**config.mk**
```make
export PLATFORM = sky130hd
export DESIGN_NAME = man_coord_gen
export DESIGN_NICKNAME = d
export VERILOG_FILES = /design/src/rtl/man_pkg.sv /design/src/rtl/man_fx_acc.sv /design/src/rtl/man_coord_gen.sv
export SDC_FILE = /design/constraint.sdc
export NUM_CORES = 1
export LEC_CHECK = 0
export CORE_MARGIN = 2
export CORE_UTILIZATION = 40
export DETAILED_ROUTE_END_ITERATION = 6
export HOLD_SLACK_MARGIN = 0.15
export PLACE_DENSITY_LB_ADDON = 0.15
export RECOVER_POWER = 25
export SYNTH_ARGS = -nofsm -noshare
export SYNTH_HDL_FRONTEND = slang
export SYNTH_SLANG_ARGS = --single-unit
```
**constraint.sdc**
```tcl
create_clock -name aclk -period 5.75 [get_ports aclk]
set_clock_uncertainty 0.05 [all_clocks]
set_input_delay 0.575 -clock aclk [delete_from_list [all_inputs] [get_ports aclk]]
set_output_delay 0.575 -clock aclk [all_outputs]
set_load 0.01 [all_outputs]
```
**src/rtl/man_pkg.sv**
```systemverilog
// -----------------------------------------------------------------------------
// man_pkg
// Shared definitions for the Mandelbrot coordinate generator:
//   COORD_W / FRAC_W  - fixed-point format of c (Q4.28, signed)
//   H_RES_DEF/V_RES_DEF - default frame geometry
//   fx_t              - signed fixed-point word
//   state_t           - generator FSM states
//   FX_ONE            - fixed-point 1.0
// -----------------------------------------------------------------------------
package man_pkg;

    localparam int COORD_W   = 32;
    localparam int FRAC_W    = 28;
    localparam int H_RES_DEF = 640;
    localparam int V_RES_DEF = 480;

    typedef logic signed [COORD_W-1:0] fx_t;

    typedef enum logic {
        IDLE = 1'b0,
        RUN  = 1'b1
    } state_t;

    localparam fx_t FX_ONE = fx_t'(64'(1) << FRAC_W);

endpackage

```
**src/rtl/man_fx_acc.sv**
```systemverilog
// -----------------------------------------------------------------------------
// man_fx_acc
// Fixed-point accumulator with load, add and hold. Load has priority over add;
// additions wrap silently at COORD_W bits.
// Ports:
//   i_clk, i_rst_n   clock, synchronous active-low reset
//   i_load, i_load_val   replace the accumulator with i_load_val
//   i_add, i_step        add i_step to the accumulator
//   o_q                  current accumulator value
// -----------------------------------------------------------------------------
module man_fx_acc
    import man_pkg::*;
(
    input  logic               i_clk,
    input  logic               i_rst_n,
    input  logic               i_load,
    input  logic [COORD_W-1:0] i_load_val,
    input  logic               i_add,
    input  logic [COORD_W-1:0] i_step,
    output logic [COORD_W-1:0] o_q
);

    logic [COORD_W-1:0] r_acc;

    always_ff @(posedge i_clk) begin
        if (!i_rst_n) begin
            r_acc <= '0;
        end else if (i_load) begin
            r_acc <= i_load_val;
        end else if (i_add) begin
            r_acc <= r_acc + i_step;
        end
    end

    assign o_q = r_acc;

endmodule

```
**src/rtl/man_coord_gen.sv**
```systemverilog
// -----------------------------------------------------------------------------
// man_coord_gen
// Raster-order pixel coordinate generator feeding the Mandelbrot compute stage.
// Each beat carries px/py and c = (cr, ci), built incrementally from the
// offsets and steps latched at frame start (no multipliers).
//
// Build option: define MAN_COORD_CONTINUOUS_EN to restart a new frame right
// after the last pixel, relatching the config inputs, until reset.
//
// state | meaning
// IDLE  | waiting for start, m_valid low
// RUN   | issuing beats, m_valid and busy high
//
// Ports:
//   aclk, aresetn       clock, synchronous active-low reset
//   start               one-cycle pulse, begins a frame when idle
//   offset_re/_im       c at px=0 / py=0
//   step_re/_im         increment per pixel / per line
//   busy, done          frame in progress / pulse after last pixel accepted
//   m_valid, m_ready    beat handshake
//   px, py, cr, ci      beat payload
//   sof, eol            beat is (0,0) / beat is last pixel of a line
// -----------------------------------------------------------------------------
module man_coord_gen
    import man_pkg::*;
#(
    parameter int H_RES = H_RES_DEF,
    parameter int V_RES = V_RES_DEF
) (
    input  logic               aclk,
    input  logic               aresetn,
    input  logic               start,
    input  logic [COORD_W-1:0] offset_re,
    input  logic [COORD_W-1:0] offset_im,
    input  logic [COORD_W-1:0] step_re,
    input  logic [COORD_W-1:0] step_im,
    output logic               busy,
    output logic               done,
    output logic               m_valid,
    input  logic               m_ready,
    output logic [9:0]         px,
    output logic [8:0]         py,
    output logic [COORD_W-1:0] cr,
    output logic [COORD_W-1:0] ci,
    output logic               sof,
    output logic               eol
);

`ifdef MAN_COORD_CONTINUOUS_EN
    localparam bit CONTINUOUS = 1'b1;
`else
    localparam bit CONTINUOUS = 1'b0;
`endif

    localparam logic [9:0] PX_LAST = 10'(H_RES - 1);
    localparam logic [8:0] PY_LAST = 9'(V_RES - 1);

    state_t             r_state;
    state_t             w_state_nxt;
    logic [9:0]         r_px;
    logic [8:0]         r_py;
    logic [COORD_W-1:0] r_off_re;
    logic [COORD_W-1:0] r_step_re;
    logic [COORD_W-1:0] r_step_im;
    logic               r_done;

    logic               w_run;
    logic               w_xfer;
    logic               w_px_last;
    logic               w_py_last;
    logic               w_last;
    logic               w_frame_start;
    logic               w_re_load;
    logic [COORD_W-1:0] w_re_load_val;
    logic               w_im_add;

    assign w_run     = (r_state == RUN);
    assign w_xfer    = w_run && m_ready;
    assign w_px_last = (r_px == PX_LAST);
    assign w_py_last = (r_py == PY_LAST);
    assign w_last    = w_xfer && w_px_last && w_py_last;

    // Frame start takes config straight from the inputs so the first beat
    // is ready one cycle after start; the imaginary offset lives only in the
    // ci accumulator since it is never reloaded mid-frame.
    assign w_frame_start = ((r_state == IDLE) && start) || (CONTINUOUS && w_last);

    always_comb begin
        w_state_nxt = r_state;
        case (r_state)
            IDLE: if (start) w_state_nxt = RUN;
            RUN:  if (w_last && !CONTINUOUS) w_state_nxt = IDLE;
            default: w_state_nxt = IDLE;
        endcase
    end

    always_ff @(posedge aclk) begin
        if (!aresetn) begin
            r_state   <= IDLE;
            r_px      <= '0;
            r_py      <= '0;
            r_off_re  <= '0;
            r_step_re <= '0;
            r_step_im <= '0;
            r_done    <= 1'b0;
        end else begin
            r_state <= w_state_nxt;
            r_done  <= w_last;
            if (w_frame_start) begin
                r_off_re  <= offset_re;
                r_step_re <= step_re;
                r_step_im <= step_im;
                r_px      <= '0;
                r_py      <= '0;
            end else if (w_xfer) begin
                if (w_px_last) begin
                    r_px <= '0;
                    r_py <= w_py_last ? '0 : r_py + 9'd1;
                end else begin
                    r_px <= r_px + 10'd1;
                end
            end
        end
    end

    assign w_re_load     = w_frame_start || (w_xfer && w_px_last);
    assign w_re_load_val = w_frame_start ? offset_re : r_off_re;
    assign w_im_add      = w_xfer && w_px_last && !w_py_last;

    man_fx_acc u_acc_re (
        .i_clk      (aclk),
        .i_rst_n    (aresetn),
        .i_load     (w_re_load),
        .i_load_val (w_re_load_val),
        .i_add      (w_xfer),
        .i_step     (r_step_re),
        .o_q        (cr)
    );

    man_fx_acc u_acc_im (
        .i_clk      (aclk),
        .i_rst_n    (aresetn),
        .i_load     (w_frame_start),
        .i_load_val (offset_im),
        .i_add      (w_im_add),
        .i_step     (r_step_im),
        .o_q        (ci)
    );

    assign busy    = w_run;
    assign m_valid = w_run;
    assign done    = r_done;
    assign px      = r_px;
    assign py      = r_py;
    // Gated by m_valid so the reset/idle value of sof is 0.
    assign sof     = w_run && (r_px == 10'd0) && (r_py == 9'd0);
    assign eol     = w_run && w_px_last;

endmodule
```
Yosys cells after proc, flatten, opt, wreduce, memory -nomap -nowiden
Index checks and enable logic that the tools add are counted. Widths: inputs -> output; s select.

$add $sub $neg: 4. Equal/unequal tests: 2. Muxes and demuxes: 10. Bitwise logic cells: 2. Reduce and logical (&&, ||, !) cells: 16.

Operator list (count): $mux 32 (5); $add 32x32->32 (2); $add 10x1->10 const B (1); $eq 10x10->1 const B (1); $logic_not 10->1 (1); $mux 10 (1); $add 9x1->9 const B (1); $eq 9x9->1 const B (1); $logic_not 9->1 (1); $mux 9 (1); $logic_and 1x1->1 (8); $reduce_bool 2->1 (2); $mux 1 (2); $not 1->1 (2); $pmux 1 s2 (1); $reduce_and 2->1 (1); $reduce_or 2->1 (1); $logic_not 1->1 (1); $logic_or 1x1->1 (1).

Register bits after elaboration: 181. Bits of input ports: 132. Output and inout port bits: 88. Word-level logic and storage cells: 43.

Logic depth before layout (Yosys ltp)
Gate-level depths: netlist of run 1.

Depth after elaboration: 5. Gate-level depth with buffers: 11. Depth with buffers taken out: 11.

By module
Synthesis of run 1 repeated with hierarchy kept, for this count alone.

Cells, all modules: 1448. Area total of the unflattened synthesis: 11239.5 µm².

By module, submodules not included: man_coord_gen (instances 1, cells each 579, area an instance 4677.0 µm², seq. area each 2342.2 µm²); man_fx_acc at u_acc_im (instances 1, cells each 442, area an instance 3334.4 µm², seq. area each 640.6 µm²); man_fx_acc at u_acc_re (instances 1, cells each 427, area an instance 3228.1 µm², seq. area each 640.6 µm²).

Worst setup path after synthesis of run 1
No wires, ideal clock.

Path kind: flip-flop to flip-flop. From: register u_acc_im.r_acc[0], in the netlist u_acc_im.o_q[0]. To: register u_acc_im.r_acc[28], in the netlist u_acc_im.o_q[28]. Library setup time: 0.116 ns. Arrival: 2.776 ns. Data required time: 5.584 ns. Slack: 2.809 ns. Stages on the path, launching flop included: 12. Buffers on the path: 0. Period minus slack after synthesis: 2.941 ns. Cell sequence: dfxtp_1 ha_1 fa_1 a21o_1 a21oi_2 o21bai_1 a211o_1 a311o_1 a211oi_2 o31a_2 mux2i_1 a31o_1.

Word-level cells in the longest chain between the ends: 3.

RTL lines: start, declared (line man_fx_acc.sv:23) `logic [COORD_W-1:0] r_acc;`; start signal, assigned (line man_fx_acc.sv:29) `r_acc <= i_load_val;`; start signal, assigned (line man_fx_acc.sv:31) `r_acc <= r_acc + i_step;`; $add 32x32->32 (line man_fx_acc.sv:31); $mux 32 (line man_fx_acc.sv:30) `end else if (i_add) begin`; $mux 32 (line man_fx_acc.sv:28) `end else if (i_load) begin`.

No other way between the ends. The select of a mux whose other input is x is not followed. A chain may end at the register's enable or synchronous reset.

Worst setup path after layout of run 1
From: input port m_ready. To: register u_acc_im.r_acc[29], in the netlist u_acc_im.o_q[29].

Word-level cells in the longest chain between the ends: 4.

RTL lines: start, declared (line man_coord_gen.sv:40) `input logic m_ready,`; $logic_and 1x1->1 (line man_coord_gen.sv:78) `assign w_xfer = w_run && m_ready;`; $logic_and 1x1->1 (2 in series) (line man_coord_gen.sv:128) `assign w_im_add = w_xfer && w_px_last && !w_py_last;`; $reduce_bool 2->1 (no source line).

No other way between the ends.

==> run_results.csv, run 1 <==
group,metric,value,unit
global_routing,grt_max_degree,82,
setup_path,path_buf_inv,3,
sta,period_share,60.9,%
logic_synthesis,yosys_most_used_dff,"dfxtp_1",
logic_synthesis,ys_async_sr_fraction,0,%
global_routing,antenna_found_initial,0,
logic_synthesis,synthSimpleGateAreaFrac,20.2,%
outcome,status,"complete, no violations",
pwr,power.density,240,nW/um^2
clock_network,cts.sinks,181,
final_layout,area_growth,28.4,%
final_layout,fillerInstances,2524,
floorplan,dieArea,27000,um^2
hold_path,worst_hold_path.num_cells,2,
setup_path,worst-path-stages,10,
logic_synthesis,ys_top_cells_by_area,"dfxtp_1, nand2_1, a21oi_1",
routing,top_layer,"met4",
clock_network,cts_tree,"yes",
clock_network,cts_max_level,4,
clock_network,hold_buffers,0,
final_layout,mostFrequentLayoutCells,"nand2_1, a21oi_1, dfxtp_1",
clock_network,cts_resized,0,
logic_synthesis,syn_avg_cell_area,7.78,um^2
sta,rsz0062_at_grt,"false",
clock_network,clk_pin_slew,0.07,ns
placed_design,dpl.hpwl,22000,um
logic_synthesis,synth_edf_count,0,
setup_path,required,6.06,ns
routing,first_iter_violations,642,
routing,routed_wl,30800,um
logic_synthesis,synthAdderAreaFrac,8.41,%
sta,drv_slew,0,
hold_path,hold_class,"flip-flop to flip-flop",
logic_synthesis,seq_area_frac_synth,35.2,%
clock_network,clock_latency,0.43,ns
logic_synthesis,yosysTopAreaCellShare,35.2,%
placed_design,dpl_cell_area,12700,um^2
global_routing,first_global_vias,9595,
floorplan,io_pins,220,
final_layout,finalNetCount,1700,
routing,dr_total_vias,10000,
setup_path,crit_type,"input port to flip-flop",
routing,vias_per_cell,5.43,
setup_path,crit_fanout,39,
sta,tightest_slew,1.10,ns
logic_synthesis,synth-compound-area-share,25.9,%
floorplan,initial_core_util,40.7,%
setup_path,critPathMaxStageDelay,0.68,ns
floorplan,die_h,164,um
routing,drc_errors,0,
setup_path,cp_top_family,"simple AND/OR/NAND/NOR gates",
routing,route.met3.wl,1610,um
logic_synthesis,synthMuxAreaShare,0.486,%
global_routing,grt_first_pass_wirelength,49500,um
clock_network,cts-root-buf,"clkbuf_16",
sta,finalHoldViolations,0,
clock_network,cts_buffers,17,
floorplan,die-width,164,um
logic_synthesis,synth_top_family_by_area,"compound AO/OA/AOI/OAI gates",
final_layout,multi_input_area,6270,um^2
placed_design,gp_congestion,0.882,
routing,ant_nets,0,
logic_synthesis,yosysWarnings,0,
setup_path,crit_chain,"clkdlybuf4s50_1 -> nand2_1 -> buf_4 -> nor3_1 -> nor2b_2 -> buf_4 -> nand2b_1 -> nand2_1 -> o221ai_1 -> a21oi_1",
sta,fmaxAchievable,286,MHz
setup_path,endpoint_kind,"flip-flop",
sta,finalSetupViolations,0,
routing,wl_per_cell,16.7,um
setup_path,start_kind,"input port",
clock_network,clockBufferDepth,2,
placed_design,portBuffers,219,
clock_network,postCtsSetupRepairBufs,0,
final_layout,seq_area,3620,um^2
pwr,leakagePower,5.43,nW
job,drv_cap,0,
setup_path,reg2regPathDepth,9,
global_routing,grt_overflow,0,
setup_path,cp_slowest_cell,"nand2b_1",
logic_synthesis,syn-num-nets,1523,
pwr,ir_worst_vdd,188,uV
final_layout,diodes,0,
sta,hold_slack,0.404,ns
logic_synthesis,syn_area,10300,um^2
final_layout,final_common_cell,"nand2_1",
floorplan,row_count,58,
logic_synthesis,yosysTopAreaCell,"dfxtp_1",
routing,drtPass1Iterations,5,
routing,route.met2.wl,14000,um
setup_path,critPathArrivalTime,3.81,ns
sta,final.setup.tns,0,ns
global_routing,grt_usage,22.8,%
sta,relSlewSlack,26.7,%
floorplan,core_area,25300,um^2
logic_synthesis,ys_ff_latch,181,
logic_synthesis,synthDistinctLibCells,74,
routing,wl_met1,14800,um
sta,finalCriticalPeriod,3.50,ns
final_layout,drive_above_1_share,4.63,%
logic_synthesis,synth_xor_area_share,5.79,%
logic_synthesis,synthCells,1323,
final_layout,fin_area,13200,um^2
==> layer usage <==
metal	GRT usage (%)	vias up
met3	3.62	26
met4	4.74	0
li1	-	5050
met1	31.5	4680
met2	37.7	258
met5	0	-
==> sequential cells by signal (all words and copies together) (netlist names) <==
signal,cells
busy,1
done,1
px,10
py,9
r_off_re,32
r_step_im,32
r_step_re,32
u_acc_im.o_q,32
u_acc_re.o_q,32
==> worst paths after layout <==
check                from          endpoint  slack (ns)
max               m_ready  u_acc_im.o_q[29]        2.25
min          r_off_re[28]      r_off_re[28]        0.40
max reg2reg          busy  u_acc_im.o_q[29]        2.33
min reg2reg  r_off_re[28]      r_off_re[28]        0.40
==> area by class of cell <==
class                           count  share of cell area, %
Clock buffer                       19                   3.28
Clock inverter                     13                  0.767
Inverter                           23                  0.672
Multi-Input combinational cell   1046                   47.5
Sequential cell                   181                   27.4
Tap cell                          330                   3.13
Timing Repair Buffer              231                   17.3
==> worst register-to-register path, delay by kind of cell (launching register included) <==
family                 cells  cell delay (ns)
flip-flops                 1             0.50
AND/OR/NAND/NOR            5             1.88
buffers and inverters      2             0.60
AO/OA/AOI/OAI              2             0.33
==> cell families after synthesis <==
family / after synthesis
AND/OR/NAND/NOR: 479
AO/OA/AOI/OAI: 426
flip-flops: 181
buffers and inverters: 96
XOR/XNOR: 68
adder cells (fa/ha/maj): 68
multiplexers: 5
==> metrics by stage <==
step	instances	power [mW]	util (%)	setup slack, ns
after floorplan	1323	1.83	-	2.81
after global placement	1811	2.12	50.2	1.90
after detailed placement	1811	2.12	50.2	1.81
after CTS	1843	3.22	52.3	2.23
after global routing	1843	3.33	52.3	1.92
final	1843	3.17	52.3	2.25
==> cells in the mapped netlist (18+ instances only) <==
master      n
nand2_1   304
a21oi_1   190
inv_1      23
xnor2_1    31
a21o_1     33
o211ai_1   21
nor2_1     69
clkbuf_1   59
xor2_1     37
dfxtp_1   181
o21ai_0    61
nand3_1    18
ha_1       66
==> power breakdown <==
part | switching [mW] | leakage, nW | internal (mW)
sequential | 0.0666 | 1.49 | 1.33
clock | 0.529 | 0.251 | 0.560
combinational | 0.365 | 3.69 | 0.317
No activity file was read; power rests on OpenSTA's default activity.
==> run 2, diff against run 1 <==
- clock period: 5.75 -> 3.5 ns (I/O delays scaled with it)
==> run 2 against run 1 <==
  * Total power is 71% higher
  * Critical path depth up 1
  * Die area is the same
  * First-iteration DRC count down 7.3%
  * Largest power group unchanged
  * Flip-flop and latch count unchanged
==> run_results.csv, run 2 (same netlist as run 1, synthesis figures left out) <==
group,metric,value,unit
outcome,status,"complete, no violations",
final_layout,final_common_cell,"nand2_1",
sta,tightest_slew,0.762,ns
sta,fmaxAchievable,310,MHz
sta,finalCriticalPeriod,3.23,ns
routing,routed_wl,31200,um
placed_design,dpl.hpwl,22300,um
global_routing,grt_overflow,0,
setup_path,crit_type,"flip-flop to flip-flop",
clock_network,cts.sinks,181,
clock_network,cts_resized,0,
placed_design,gp_congestion,0.904,
global_routing,antenna_found_initial,0,
global_routing,grt_max_degree,81,
routing,drtPass1Iterations,5,
clock_network,cts_max_level,4,
routing,vias_per_cell,5.46,
floorplan,dieArea,27000,um^2
routing,ant_nets,0,
global_routing,grt_usage,22.8,%
pwr,power.density,405,nW/um^2
final_layout,drive_above_1_share,5.44,%
clock_network,cts-root-buf,"clkbuf_16",
clock_network,cts_tree,"yes",
placed_design,portBuffers,219,
setup_path,critPathArrivalTime,3.49,ns
setup_path,crit_fanout,5,
floorplan,row_count,58,
floorplan,initial_core_util,40.7,%
final_layout,mostFrequentLayoutCells,"nand2_1, a21oi_1, dfxtp_1",
sta,period_share,92.1,%
sta,drv_slew,0,
clock_network,clock_latency,0.43,ns
sta,final.setup.tns,0,ns
global_routing,first_global_vias,9569,
floorplan,io_pins,220,
routing,wl_per_cell,16.8,um
final_layout,diodes,0,
sta,finalHoldViolations,0,
clock_network,cts_buffers,17,
floorplan,die-width,164,um
setup_path,required,3.77,ns
sta,relSlewSlack,49.2,%
routing,dr_total_vias,10100,
job,drv_cap,0,
sta,rsz0062_at_grt,"false",
final_layout,area_growth,30.3,%
routing,drc_errors,0,
setup_path,start_kind,"flip-flop",
pwr,leakagePower,5.45,nW
clock_network,postCtsSetupRepairBufs,0,
clock_network,hold_buffers,0,
pwr,ir_worst_vdd,267,uV
sta,finalSetupViolations,0,
routing,first_iter_violations,595,
final_layout,final_util,53.1,%
clock_network,clk_pin_slew,0.07,ns
floorplan,core_area,25300,um^2
final_layout,fin_area,13400,um^2
global_routing,grt_first_pass_wirelength,49200,um
final_layout,fillerInstances,2443,
clock_network,clockBufferDepth,2,
setup_path,endpoint_kind,"flip-flop",
final_layout,finalNetCount,1713,
floorplan,die_h,164,um
placed_design,dpl_cell_area,12800,um^2
hold_path,hold_class,"flip-flop to flip-flop",
-- run 2: cell types whose count changed in the layout (fill, tap and decap cells not counted), sizes merged --
| cell | before | now |
|---|---|---|
| clkdlybuf4s50 | 152 | 179 |
| dlygate4sd3 | 67 | 40 |
| buf | 12 | 24 |
| bufinv | 0 | 2 |
| clkinv | 5 | 3 |
| clkbuf | 19 | 20 |
| inv | 27 | 26 |
-- run 2: layer usage --
metal | wire (um) | share of wire [%] | vias up | track usage, %
met5 | 0 | 0 | - | 0
met4 | 411 | 1.3 | 0 | 5.45
met3 | 1590 | 5.1 | 29 | 3.94
met2 | 14300 | 46 | 244 | 37.6
met1 | 14900 | 48 | 4784 | 31.1
li1 | - | - | 5077 | -
-- run 2: worst max-delay path, stage by stage (launching register included) --
cell and delay (ns):
dfxtp_1 0.33, ha_1 0.23, fa_1 0.41, a21o_1 0.21, a21oi_2 0.17, o21bai_1 0.10, a211o_1 0.36, a311o_1 0.39
a211oi_2 0.34, o31a_2 0.24, mux2i_1 0.08, a31o_1 0.21
-- run 2: path summary, 6_finish.rpt --
check                       start                to  slack, ns  cells after the start
setup / recovery  u_acc_im.o_q[0]  u_acc_im.o_q[28]       0.27                     11
hold / removal       r_off_re[28]      r_off_re[28]       0.41                      2
setup reg to reg  u_acc_im.o_q[0]  u_acc_im.o_q[28]       0.27                     11
hold reg to reg      r_off_re[28]      r_off_re[28]       0.41                      2
-- run 2: through the flow --
| stage | power, mW | std cells | setup WS (ns) | hold slack, ns |
|---|---|---|---|---|
| finish | 5.43 | 1855 | 0.275 | 0.406 |
| detailed placement | 3.51 | 1824 | 0.328 | 0.396 |
| global placement | 3.49 | 1824 | 0.377 | 0.388 |
| global route | 5.67 | 1855 | 0.112 | 0.405 |
| floorplan | 3.00 | 1323 | 0.559 | 0.383 |
| CTS | 5.49 | 1855 | 0.303 | 0.398 |
-- run 2: cell type report --
class                           count  area [um^2]  area share (%)
Clock buffer                       19          453            3.38
Tap cell                          330          413            3.08
Clock inverter                     12          145            1.08
Timing Repair Buffer              244         2410            18.0
Inverter                           23         88.8           0.663
Multi-Input combinational cell   1046         6270            46.8
Sequential cell                   181         3620            27.0
-- run 2: power by group --
group          total (mW)  internal [mW]  switching [mW]  leakage (nW)
Sequential           2.29           2.19          0.0997          1.49
Clock                1.98           1.10           0.879         0.280
Combinational        1.16          0.544           0.612          3.69
==> run 3, diff against run 2 <==
- GPL_ROUTABILITY_DRIVEN: unset -> 0
- SETUP_SLACK_MARGIN: unset -> 0.3
==> run 3 against run 2 <==
  * Critical path type unchanged
  * Cell count is 0.11% higher
  * Maximum frequency grew 5.0%
  * Routed wire length is 0.58% lower
  * Final area grew 0.29%
  * First-iteration DRC count grew 18%
  * Die area did not move
  * Total power shrank 0.50%
  * Worst setup slack better by 0.15 ns
==> run_results.csv, run 3 (same netlist as run 1, synthesis figures left out) <==
group,metric,value,unit
clock_network,cts_tree,"yes",
outcome,status,"complete, no violations",
sta,layout_setup_ws,0.428,ns
floorplan,dieArea,27000,um^2
final_layout,seq_area,3620,um^2
placed_design,dpl_cell_area,12800,um^2
clock_network,cts_buffers,17,
sta,tightest_slew,1.23,ns
routing,ant_nets,0,
final_layout,final_common_cell,"nand2_1",
setup_path,start_kind,"flip-flop",
placed_design,portBuffers,219,
clock_network,cts_max_level,4,
setup_path,required,3.79,ns
final_layout,mostFrequentLayoutCells,"nand2_1, a21oi_1, dfxtp_1",
setup_path,cp_top_family,"compound AO/OA/AOI/OAI gates",
setup_path,crit_chain,"ha_4 -> fa_2 -> a21o_1 -> a21oi_2 -> o21bai_2 -> a211o_1 -> a311o_2 -> a211oi_4 -> o31a_2 -> xor2_1 -> a211oi_1",
final_layout,stdcell_count,1857,
routing,wl_per_cell,16.7,um
routing,drtPass1Iterations,5,
hold_path,hold_path_startpoint,"r_off_re[4]",
global_routing,grt_usage,22.9,%
setup_path,critPathArrivalTime,3.36,ns
routing,first_iter_violations,705,
sta,final.setup.tns,0,ns
routing,drc_errors,0,
clock_network,cts.sinks,181,
setup_path,r2r-start,"u_acc_im.o_q[0]",
setup_path,crit_fanout,5,
job,drv_cap,0,
setup_path,critPathMaxStageDelay,0.48,ns
sta,finalCriticalPeriod,3.07,ns
floorplan,die-width,164,um
sta,fmaxAchievable,326,MHz
routing,vias_per_cell,5.40,
pwr,power.density,402,nW/um^2
final_layout,multi_input_area,6300,um^2
setup_path,crit_type,"flip-flop to flip-flop",
sta,rsz0062_at_grt,"true",
hold_path,hold_class,"flip-flop to flip-flop",
global_routing,grt_first_pass_wirelength,49400,um
clock_network,hold_buffers,0,
pwr,ir_worst_vdd,293,uV
setup_path,startpoint,"u_acc_im.o_q[0]",
placed_design,dpl.hpwl,22200,um
sta,hold_slack,0.404,ns
global_routing,grt_max_degree,81,
global_routing,grt_overflow,0,
routing,routed_wl,31000,um
pwr,power.total,5.40,mW
clock_network,clockBufferDepth,2,
final_layout,final_util,53.2,%
sta,finalHoldViolations,0,
sta,drv_slew,0,
sta,period_share,87.8,%
setup_path,path_buf_inv,0,
final_layout,area_growth,30.7,%
final_layout,fillerInstances,2476,
placed_design,dp_cells,1822,
setup_path,endpoint_kind,"flip-flop",
clock_network,clk_pin_slew,0.07,ns
global_routing,antenna_found_initial,0,
floorplan,core_area,25300,um^2
setup_path,regToRegSetupSlack,0.43,ns
sta,relSlewSlack,18.2,%
pwr,leakagePower,5.47,nW
floorplan,row_count,58,
clock_network,clock_latency,0.43,ns
final_layout,fin_area,13400,um^2
floorplan,die_h,164,um
final_layout,drive_above_1_share,5.83,%
sta,finalSetupViolations,0,
placed_design,pre_cts_ws,0.312,ns
final_layout,finalNetCount,1714,
global_routing,first_global_vias,9596,
routing,dr_total_vias,10000,
floorplan,io_pins,220,
clock_network,cts-root-buf,"clkbuf_16",
final_layout,diodes,0,
floorplan,initial_core_util,40.7,%
setup_path,cp_slowest_cell,"a311o_2",
[run 3: cell count changes in the layout (fill, tap and decap cells not counted), sizes merged]
cell           change
clkbuf             +1
clkdlybuf4s50      -5
clkinv             +1
dlygate4sd3        +5
[run 3: timing repair]
item,in CTS,in global routing
buffers inserted,0,3
gates resized for setup,0,9
hold endpoints to repair,0,0
cloned,0,0
endpoints found under the setup margin,1,7
pin swaps,1,12
[run 3: final cells by class]
class	instances	share of cell area, %
clock buffers	19	3.29
multi-input cells	1046	46.8
repair buffers	245	18.1
clock inverters	13	1.11
inverters	23	0.661
well taps	330	3.07
flip-flops and latches	181	27.0
[run 3: power by group]
part | switching (mW) | total [mW] | internal (mW) | leakage (nW)
Combinational | 0.608 | 1.15 | 0.541 | 3.70
Sequential | 0.104 | 2.30 | 2.19 | 1.49
Clock | 0.871 | 1.96 | 1.08 | 0.279
[run 3: worst reg2reg max path, cell delays in order, from the launching register on]
cell and delay [ns]:
dfxtp_2 0.34, ha_4 0.17, fa_2 0.36, a21o_1 0.17
a21oi_2 0.17, o21bai_2 0.10, a211o_1 0.31, a311o_2 0.48
a211oi_4 0.31, o31a_2 0.22, xor2_1 0.07, a211oi_1 0.23
[run 3: metal layers]
layer / vias to the layer above / GRT usage (%) / part of all wire (%)
met5: - / 0 / 0
met1: 4713 / 32.0 / 49
met4: 0 / 5.81 / 1.4
li1: 5074 / - / -
met3: 21 / 3.89 / 4.8
met2: 226 / 36.6 / 45
[run 3: worst paths after layout]
check | end | cells after the start
hold reg to reg | r_off_re[4] | 2
setup / recovery | u_acc_im.o_q[26] | 11
hold / removal | r_off_re[4] | 2
setup reg to reg | u_acc_im.o_q[26] | 11
